`config.mk`:
```
export PLATFORM = sky130hd
export DESIGN_NAME = d_bus_master
export DESIGN_NICKNAME = d
export VERILOG_FILES = /design/src/rtl/rvcore_axi_pkg.sv /design/src/rtl/d_bus_master.sv
export SDC_FILE = /design/constraint.sdc
export NUM_CORES = 1
export LEC_CHECK = 0
export CELL_PAD_IN_SITES_DETAIL_PLACEMENT = 1
export CELL_PAD_IN_SITES_GLOBAL_PLACEMENT = 2
export CORE_MARGIN = 2
export CORE_UTILIZATION = 20
export CTS_CLUSTER_DIAMETER = 40
export DETAILED_ROUTE_END_ITERATION = 7
export HOLD_SLACK_MARGIN = 0.08
export PLACE_DENSITY_LB_ADDON = 0.12
export SYNTH_ARGS = -nofsm -noshare
export SYNTH_HDL_FRONTEND = slang
export SYNTH_SLANG_ARGS = --single-unit
```
`constraint.sdc`:
```
create_clock -name clk -period 1.6 [get_ports clk]
set_input_delay 0.16 -clock clk [delete_from_list [all_inputs] [get_ports clk]]
set_output_delay 0.16 -clock clk [all_outputs]
set_load 0.05 [all_outputs]
```
`src/rtl/rvcore_axi_pkg.sv`:
```
// rvcore_axi_pkg: AXI4-Lite response codes, protection constants and data-bus master states
package rvcore_axi_pkg;

    typedef enum logic [1:0] {
        OKAY   = 2'd0,
        EXOKAY = 2'd1,
        SLVERR = 2'd2,
        DECERR = 2'd3
    } axi_resp_t;

    localparam logic [2:0] PROT_DATA  = 3'b000;
    localparam logic [2:0] PROT_INSTR = 3'b100;

    typedef enum logic [2:0] {
        IDLE,
        WR_REQ,
        WR_RESP,
        RD_ADDR,
        RD_DATA,
        DONE
    } dbus_state_t;

endpackage

```
`src/rtl/d_bus_master.sv`:
```
// d_bus_master: AXI4-Lite initiator for the CPU data port, one outstanding read or write
module d_bus_master
    import rvcore_axi_pkg::*;
#(
    parameter int         ADDR_W = 32,
    parameter int         DATA_W = 32,
    parameter int         STRB_W = DATA_W / 8,
    parameter logic [2:0] PROT   = PROT_DATA
) (
    input  logic              clk,
    input  logic              reset_n,
    input  logic [ADDR_W-1:0] address,
    input  logic              read_enable,
    output logic [DATA_W-1:0] read_data,
    output logic              read_valid,
    input  logic              write_enable,
    input  logic [DATA_W-1:0] write_data,
    input  logic [STRB_W-1:0] write_wstrb,
    output logic              write_done,
    output logic              bus_error,
    output logic              busy,
    output logic [ADDR_W-1:0] awaddr,
    output logic [2:0]        awprot,
    output logic              awvalid,
    input  logic              awready,
    output logic [DATA_W-1:0] wdata,
    output logic [STRB_W-1:0] wstrb,
    output logic              wvalid,
    input  logic              wready,
    input  logic [1:0]        bresp,
    input  logic              bvalid,
    output logic              bready,
    output logic [ADDR_W-1:0] araddr,
    output logic [2:0]        arprot,
    output logic              arvalid,
    input  logic              arready,
    input  logic [DATA_W-1:0] rdata,
    input  logic [1:0]        rresp,
    input  logic              rvalid,
    output logic              rready
);

    dbus_state_t       state, state_nx;
    logic [ADDR_W-1:0] addr_q;
    logic              is_wr;
    logic              accept_wr, accept_rd, aw_done, w_done;

    assign accept_wr = (state == IDLE) && write_enable;
    assign accept_rd = (state == IDLE) && !write_enable && read_enable;
    // a channel is finished once its valid has dropped or is handshaking now
    assign aw_done   = !awvalid || awready;
    assign w_done    = !wvalid || wready;

    assign awaddr = addr_q & ~ADDR_W'(3);
    assign araddr = awaddr;
    assign awprot = PROT;
    assign arprot = PROT;

    always_comb begin
        state_nx = state;
        case (state)
            IDLE:    state_nx = write_enable ? WR_REQ : (read_enable ? RD_ADDR : IDLE);
            WR_REQ:  state_nx = (aw_done && w_done) ? WR_RESP : WR_REQ;
            WR_RESP: state_nx = bvalid ? DONE : WR_RESP;
            RD_ADDR: state_nx = arready ? RD_DATA : RD_ADDR;
            RD_DATA: state_nx = rvalid ? DONE : RD_DATA;
            default: state_nx = IDLE;
        endcase
    end

    always_ff @(posedge clk or negedge reset_n) begin
        if (!reset_n) begin
            state      <= IDLE;
            awvalid    <= 1'b0;
            wvalid     <= 1'b0;
            arvalid    <= 1'b0;
            bready     <= 1'b0;
            rready     <= 1'b0;
            busy       <= 1'b0;
            read_valid <= 1'b0;
            write_done <= 1'b0;
            bus_error  <= 1'b0;
            is_wr      <= 1'b0;
            addr_q     <= '0;
            wdata      <= '0;
            wstrb      <= '0;
            read_data  <= '0;
        end else begin
            state      <= state_nx;
            awvalid    <= accept_wr || (awvalid && !awready);
            wvalid     <= accept_wr || (wvalid && !wready);
            arvalid    <= state_nx == RD_ADDR;
            bready     <= state_nx == WR_RESP;
            rready     <= state_nx == RD_DATA;
            busy       <= state_nx != IDLE;
            write_done <= (state_nx == DONE) && is_wr;
            read_valid <= (state_nx == DONE) && !is_wr;
            bus_error  <= (state_nx == DONE) && ((state == WR_RESP ? bresp : rresp) != OKAY);
            if (accept_wr || accept_rd) begin
                addr_q <= address;
                is_wr  <= accept_wr;
            end
            if (accept_wr) begin
                wdata <= write_data;
                wstrb <= write_wstrb;
            end
            if (state == RD_DATA && rvalid) read_data <= rdata;
        end
    end

endmodule

```
==> results of run 1 <==
## kinds of logic after synthesis
kind of cell,share of synthesized area [%]
other,0.0820
AND/OR/NAND/NOR,12.7
AO/OA/AOI/OAI,1.64
multiplexers,15.5
flip-flops,60.8
buffers and inverters,9.36
## path summary, 6_finish.rpt
check / slack (ns) / from / cells after the start / to
max: 0.03 / state[0] / 4 / addr_q[18]
min in group clk: 0.33 / write_data[30] / 3 / wdata[30]
max in group asynchronous: 0.71 / reset_n / 3 / wdata[20]
max reg2reg: 0.03 / state[0] / 4 / addr_q[18]
min: 0.31 / reset_n / 2 / read_data[15]
min reg2reg: 0.46 / is_wr / 1 / read_valid
## sequential cells by signal, indices dropped and copies added, names as in the netlist, 3 cells and up
register,count
wstrb,4
state,3
read_data,32
wdata,32
addr_q,30
## synthesized netlist by cell type (all sizes together)
library cell / instances / area (um2)
nor2b: 1 / 6.26
a21oi: 1 / 5.00
mux2i: 1 / 10.0
nor3: 3 / 15.0
nand2b: 4 / 25.0
or2b: 1 / 7.51
dfrtp: 111 / 2780
nand3: 1 / 5.00
o21a: 1 / 15.0
a311oi: 1 / 8.76
conb: 1 / 3.75
clkbuf: 2 / 7.51
buf: 54 / 405
a21boi: 1 / 7.51
and2: 1 / 6.26
nor2: 7 / 28.8
or3: 1 / 6.26
a2111oi: 2 / 30.0
a32oi: 1 / 8.76
inv: 4 / 15.0
nor4: 1 / 21.3
nor3b: 2 / 15.0
mux2: 62 / 698
nand2: 115 / 432
and3: 1 / 11.3
## final cells by class
class                      instances  area [um2]  area share, %
sequential                       111        2780           37.7
timing repair buffer             276        2450           33.1
multi-input combinational        220        1470           19.9
tap                              285         357           4.83
clock buffer                      11         253           3.42
clock inverter                     5        63.8          0.864
inverter                           4        15.0          0.203
## worst max-delay path, delay by kind of cell (launching register included)
family / cells / cell delay, ns
flops: 1 / 0.47
mux: 1 / 0.34
simple gates: 1 / 0.24
compound gates: 1 / 0.21
buf+inv: 1 / 0.20
## per-layer routing
layer	global-route usage, %	share of wire [%]	up-vias
li1	-	-	1668
met1	14.0	42	1786
met2	18.1	48	151
met3	5.38	9.5	10
met4	2.75	0.85	2
met5	0	0.091	-
## timing repair
item / CTS / global route
gates cloned: 1 / 2
buffers inserted: 0 / 8
endpoints found under the hold margin: 29 / 0
resized for setup: 4 / 12
setup endpoints to repair: 46 / 70
hold buffers: 1 / 0
pin swaps: 3 / 3
## cell usage in the layout (no fill, tap or decap), drive strengths merged
cell type,n
nor3b,2
and2,1
inv,6
or2b,1
nor3,3
conb,10
a32oi,1
clkbuf,12
o21a,1
clkdlybuf4s50,109
nor2,7
mux2,62
buf,165
and3,3
nand3,1
nand2,115
nor4,1
a311oi,1
a21boi,1
dlygate4sd3,1
a2111oi,2
clkinv,2
dfrtp,111
mux2i,1
or3,1
a21oi,1
bufinv,1
nand2b,4
nor2b,1
## through the flow
step,instance area (um2),cells,util (%),hold WS [ns],setup WS (ns)
floorplan,4610,389,-,-0.136,0.0568
global placement,6890,884,30.5,0.143,-0.0894
detailed placement,6890,884,30.5,0.157,-0.0955
CTS,7240,902,32.1,0.303,-0.0176
global route,7390,912,32.7,0.319,-0.0644
finish,7390,912,32.7,0.313,0.0257
==> results.rst, run 1 <==
.. list-table::
   :header-rows: 1

   * - Metric
     - Value
   * - Worst setup SP type
     - flip-flop
   * - Overflow after GRT
     - 0
   * - Count of filler cells inserted in the layout
     - 2488
   * - Shortest clock period the worst path allows after layout
     - approximately 1.6 ns
   * - Overall die area
     - about 0.024 mm2
   * - Mapped Avg Cell Area
     - ~12 um2
   * - Start-to-end type of the worst setup path
     - reg2reg
   * - Number of antenna violations at the first check in global routing
     - 1
   * - Floorplan die height
     - about 160 um
   * - Depth of the CTS H-tree
     - 3
   * - Slowest library cell on the worst path
     - dfrtp_2
   * - Critical Path RT
     - between 1.5 and 2 ns
   * - CTS tree
     - built
   * - Sequential fraction of the synthesis area
     - between 60% and 70%
   * - Crit path arrival time
     - between 1.5 and 2 ns
   * - Maximum Capacitance Violations
     - 0
   * - Final HPWL DP
     - approximately 10 mm
   * - Number of endpoints with negative hold slack in the final report
     - 0
   * - Starting Density
     - between 20% and 30%
   * - Clock latency of the later-clocked register in the worst-skew pair
     - between 0.3 and 0.4 ns
   * - Max FO, Critical Path
     - 15
   * - Detailed-route via count
     - 3617
   * - Via density per instance
     - approximately 4.0
   * - First-pass detailed-route iteration total
     - 4
   * - Fmax
     - 635 MHz
   * - Cell count after synthesis
     - 380
   * - Ports placed on the boundary
     - between 200 and 300
   * - Synth warn
     - 0
   * - Detailed Route Iter0 Violations
     - 88
   * - DR DRC count
     - 0
   * - Combined area of all synthesized cells
     - between 0.004 and 0.005 mm2
   * - Maximum number of pins on one net before global-route repair
     - 37
   * - Maximum clock path buffer count
     - 2
   * - Final total negative setup slack
     - 0 ns
   * - IO buf count
     - approximately 250
   * - Unrepaired setup endpoints after global routing
     - true
   * - Num CTS Buffers
     - 9
   * - Drt total wl
     - roughly 14 mm
   * - Core region area
     - approximately 0.023 mm2
   * - Overall routing resource usage
     - a little under an eighth
   * - Reg clk slew, reported paths
     - about 0.080 ns
   * - Row count
     - 55
   * - Chain of cells forming the critical path
     - nor3_4, o21a_4, clkbuf_16, mux2_2
   * - CP Capture Type
     - flip-flop
   * - Share of the clock period used by the worst path after layout
     - between 90% and 100%
   * - Routability congestion estimate
     - about 0.70
   * - Antenna fix cells
     - 0
   * - Result of the run
     - complete, no violations
   * - Global-route wire length before repair
     - about 21 mm
   * - Worst clock skew on the final layout
     - 0.00490 ns
   * - Hold Path Class
     - in2async
   * - Register bit count reported by yosys
     - 111
   * - Cell at the root of the clock tree
     - clkbuf_16
   * - Biggest cell delay along the critical path
     - 0.47 ns
   * - Number of global-route vias before repair
     - between 3000 and 4000
   * - Die Width
     - roughly 160 um
   * - Num Clock Sinks
     - between 100 and 150
   * - Unique cell type count in the Yosys netlist
     - 29
   * - Area Growth Syn to Fin
     - 61.6%
   * - Number of failing setup endpoints in the final timing report
     - 0
   * - Share of final-layout standard cells stronger than drive strength 1
     - 41.8%
   * - Final layout net count
     - between 700 and 800
   * - Antenna viol nets, final
     - 0
   * - Routed wire length per instance
     - around 16 um
   * - Final slew viol count
     - 0
Power of run 1 is not shown: default switching activity piles up to over one toggle a cycle in this logic, so the estimate is an artifact.
==> run 2, diff against run 1 <==
--- a/config.mk
+++ b/config.mk
@@ -5,6 +5,7 @@
 export SDC_FILE = /design/constraint.sdc
 export NUM_CORES = 1
 export LEC_CHECK = 0
+export CAP_MARGIN = 40
 export CELL_PAD_IN_SITES_DETAIL_PLACEMENT = 1
 export CELL_PAD_IN_SITES_GLOBAL_PLACEMENT = 2
 export CORE_MARGIN = 2
@@ -13,6 +14,8 @@
 export DETAILED_ROUTE_END_ITERATION = 7
 export HOLD_SLACK_MARGIN = 0.08
 export PLACE_DENSITY_LB_ADDON = 0.12
+export RECOVER_POWER = 25
+export SKIP_LAST_GASP = 1
 export SYNTH_ARGS = -nofsm -noshare
 export SYNTH_HDL_FRONTEND = slang
 export SYNTH_SLANG_ARGS = --single-unit
==> run 2 against run 1 <==
Compared with the run above:
- hold slack improved by 0.016 ns
- non-clock buffer count rose by 1
- clock skew barely moved
- critical endpoint is now addr_q[6]
- highest routed layer unchanged
==> results.rst, run 2 (synthesis results as in run 1) <==
.. list-table::
   :header-rows: 1

   * - Metric
     - Value
   * - Result of the run
     - complete, no violations
   * - Maximum clock path buffer count
     - 2 (unchanged)
   * - Final layout net count
     - 736 (+0.14%)
   * - Number of failing setup endpoints in the final timing report
     - 0 (unchanged)
   * - Overall routing resource usage
     - 11.4% (unchanged)
   * - CP Capture Type
     - flip-flop
   * - Num Clock Sinks
     - 111 (unchanged)
   * - Floorplan die height
     - 155 um (unchanged)
   * - Number of global-route vias before repair
     - 3728 (unchanged)
   * - Max FO, Critical Path
     - 15 (unchanged)
   * - Commonest non-fill, non-tap cell in the layout
     - buf_4
   * - Area Growth Syn to Fin
     - 61.4%
   * - First-pass detailed-route iteration total
     - 4 (unchanged)
   * - Share of final-layout standard cells stronger than drive strength 1
     - 42.0% (+0.25 points)
   * - Critical Path RT
     - 1.83 ns (about the same)
   * - Ports placed on the boundary
     - 260 (unchanged)
   * - Critical Path Sink
     - addr_q[6]
   * - Final total negative setup slack
     - 0 ns (unchanged)
   * - Core region area
     - 0.0226 mm2 (unchanged)
   * - Hold Path Class
     - in2reg
   * - Antenna viol nets, final
     - 0 (unchanged)
   * - Number of cells on the worst reg-to-reg path
     - 5 (+1)
   * - Share of the clock period used by the worst path after layout
     - 98.5% (about the same)
   * - Row count
     - 55 (unchanged)
   * - IO buf count
     - 247 (unchanged)
   * - Final HPWL DP
     - 10.1 mm (unchanged)
   * - Clock latency of the later-clocked register in the worst-skew pair
     - 0.35 ns (about the same)
   * - Fmax
     - 635 MHz (about the same)
   * - Detailed Route Iter0 Violations
     - 81 (-8.0%)
   * - Crit path arrival time
     - 1.80 ns (about the same)
   * - Die Width
     - 155 um (unchanged)
   * - Worst clock skew on the final layout
     - 0.00526 ns (+0.000366 ns)
   * - DR DRC count
     - 0 (unchanged)
   * - Worst-Margin Slew
     - just under 0.9 ns
   * - Antenna fix cells
     - 0 (unchanged)
   * - Tightest slew margin relative to the limit
     - 42.0%
   * - Drt total wl
     - 14.4 mm (+0.68%)
   * - Reg clk slew, reported paths
     - 0.08 ns (about the same)
   * - Start-to-end type of the worst setup path
     - reg2reg
   * - Largest regs
     - read_data: 32 flops, wdata: 32 flops, addr_q: 30 flops
   * - Detailed-route via count
     - 3620 (+0.083%)
   * - Maximum Capacitance Violations
     - 0 (unchanged)
   * - Routability congestion estimate
     - 0.701 (unchanged)
   * - Overflow after GRT
     - 0 (unchanged)
   * - Via density per instance
     - 3.96 (about the same)
   * - Global-route wire length before repair
     - 21.2 mm (unchanged)
   * - CTS tree
     - built
   * - Maximum number of pins on one net before global-route repair
     - 37 (unchanged)
   * - Starting Density
     - 20.3% (unchanged)
   * - Number of antenna violations at the first check in global routing
     - 1 (unchanged)
   * - Routed wire length per instance
     - 15.8 um (+0.57%)
   * - Crit Reg-Reg Endpoint
     - addr_q[6]
   * - Worst setup SP type
     - flip-flop
   * - Overall die area
     - 0.0241 mm2 (unchanged)
   * - Number of endpoints with negative hold slack in the final report
     - 0 (unchanged)
   * - Shortest clock period the worst path allows after layout
     - 1.58 ns (+0.00137 ns)
   * - Worst setup startpoint
     - state[2]
   * - Num CTS Buffers
     - 9 (unchanged)
   * - Unrepaired setup endpoints after global routing
     - true
   * - Most used cells in the layout excluding fill and tap cells
     - buf_4, nand2_1, clkdlybuf4s50_1
   * - Worst r2r src
     - state[2]
   * - Cell at the root of the clock tree
     - clkbuf_16
   * - Depth of the CTS H-tree
     - 3 (unchanged)
   * - R2r setup slk
     - 0.02 ns (about the same)
   * - Final slew viol count
     - 0 (unchanged)
run 2: area by class of cell:
cell class | instances | area, um2
clock inverter | 5 | 63.8
timing repair buffer | 277 | 2430
inverter | 4 | 15.0
sequential | 111 | 2780
clock buffer | 11 | 253
multi-input combinational | 220 | 1470
tap | 285 | 357
fill | 2491 | 15200
run 2: how the worst min path moves through the flow:
| stage | from | endpoint | slack (ns) | cells after the start |
|---|---|---|---|---|
| after global routing | write_data[7] | wdata[7] | 0.32 | 3 |
| final | write_data[30] | wdata[30] | 0.33 | 3 |
| after floorplan | reset_n | addr_q[10] | -0.14 | 0 |
| after CTS | reset_n | read_data[15] | 0.30 | 2 |
| after global placement | reset_n | read_data[18] | 0.14 | 1 |
| after detailed placement | reset_n | read_data[31] | 0.16 | 1 |
run 2: critical path, stage by stage, from the launching register on:
cell	delay [ns]
dfrtp_2	0.41
buf_4	0.16
nor3_4	0.15
o21a_4	0.22
buf_12	0.17
mux2_1	0.33
run 2: through the flow:
| stage | util, % | cell area (um2) | hold slack (ns) | std cells | worst slack (ns) |
|---|---|---|---|---|---|
| floorplan | - | 4610 | -0.136 | 389 | 0.0568 |
| global placement | 30.5 | 6890 | 0.143 | 884 | -0.0894 |
| detailed placement | 30.5 | 6890 | 0.157 | 884 | -0.0955 |
| CTS | 32.1 | 7230 | 0.303 | 902 | -0.0321 |
| global route | 32.7 | 7380 | 0.319 | 913 | -0.0414 |
| finish | 32.7 | 7380 | 0.329 | 913 | 0.0243 |
run 2: routing by layer:
metal / vias up / part of all wire (%) / track usage, %
li1: 1668 / - / -
met1: 1790 / 42 / 14.0
met2: 150 / 48 / 18.1
met3: 10 / 9.4 / 5.38
met4: 2 / 0.86 / 2.75
met5: - / 0.090 / 0
run 2: timing repair:
action,4_1_cts,5_1_grt
setup endpoints to repair,46,70
gates cloned,1,3
hold endpoints to repair,29,0
gates resized for setup,3,12
buffers inserted,0,8
hold buffers,1,0
pin swaps,3,3
Power of run 2 is left out for the same reason.
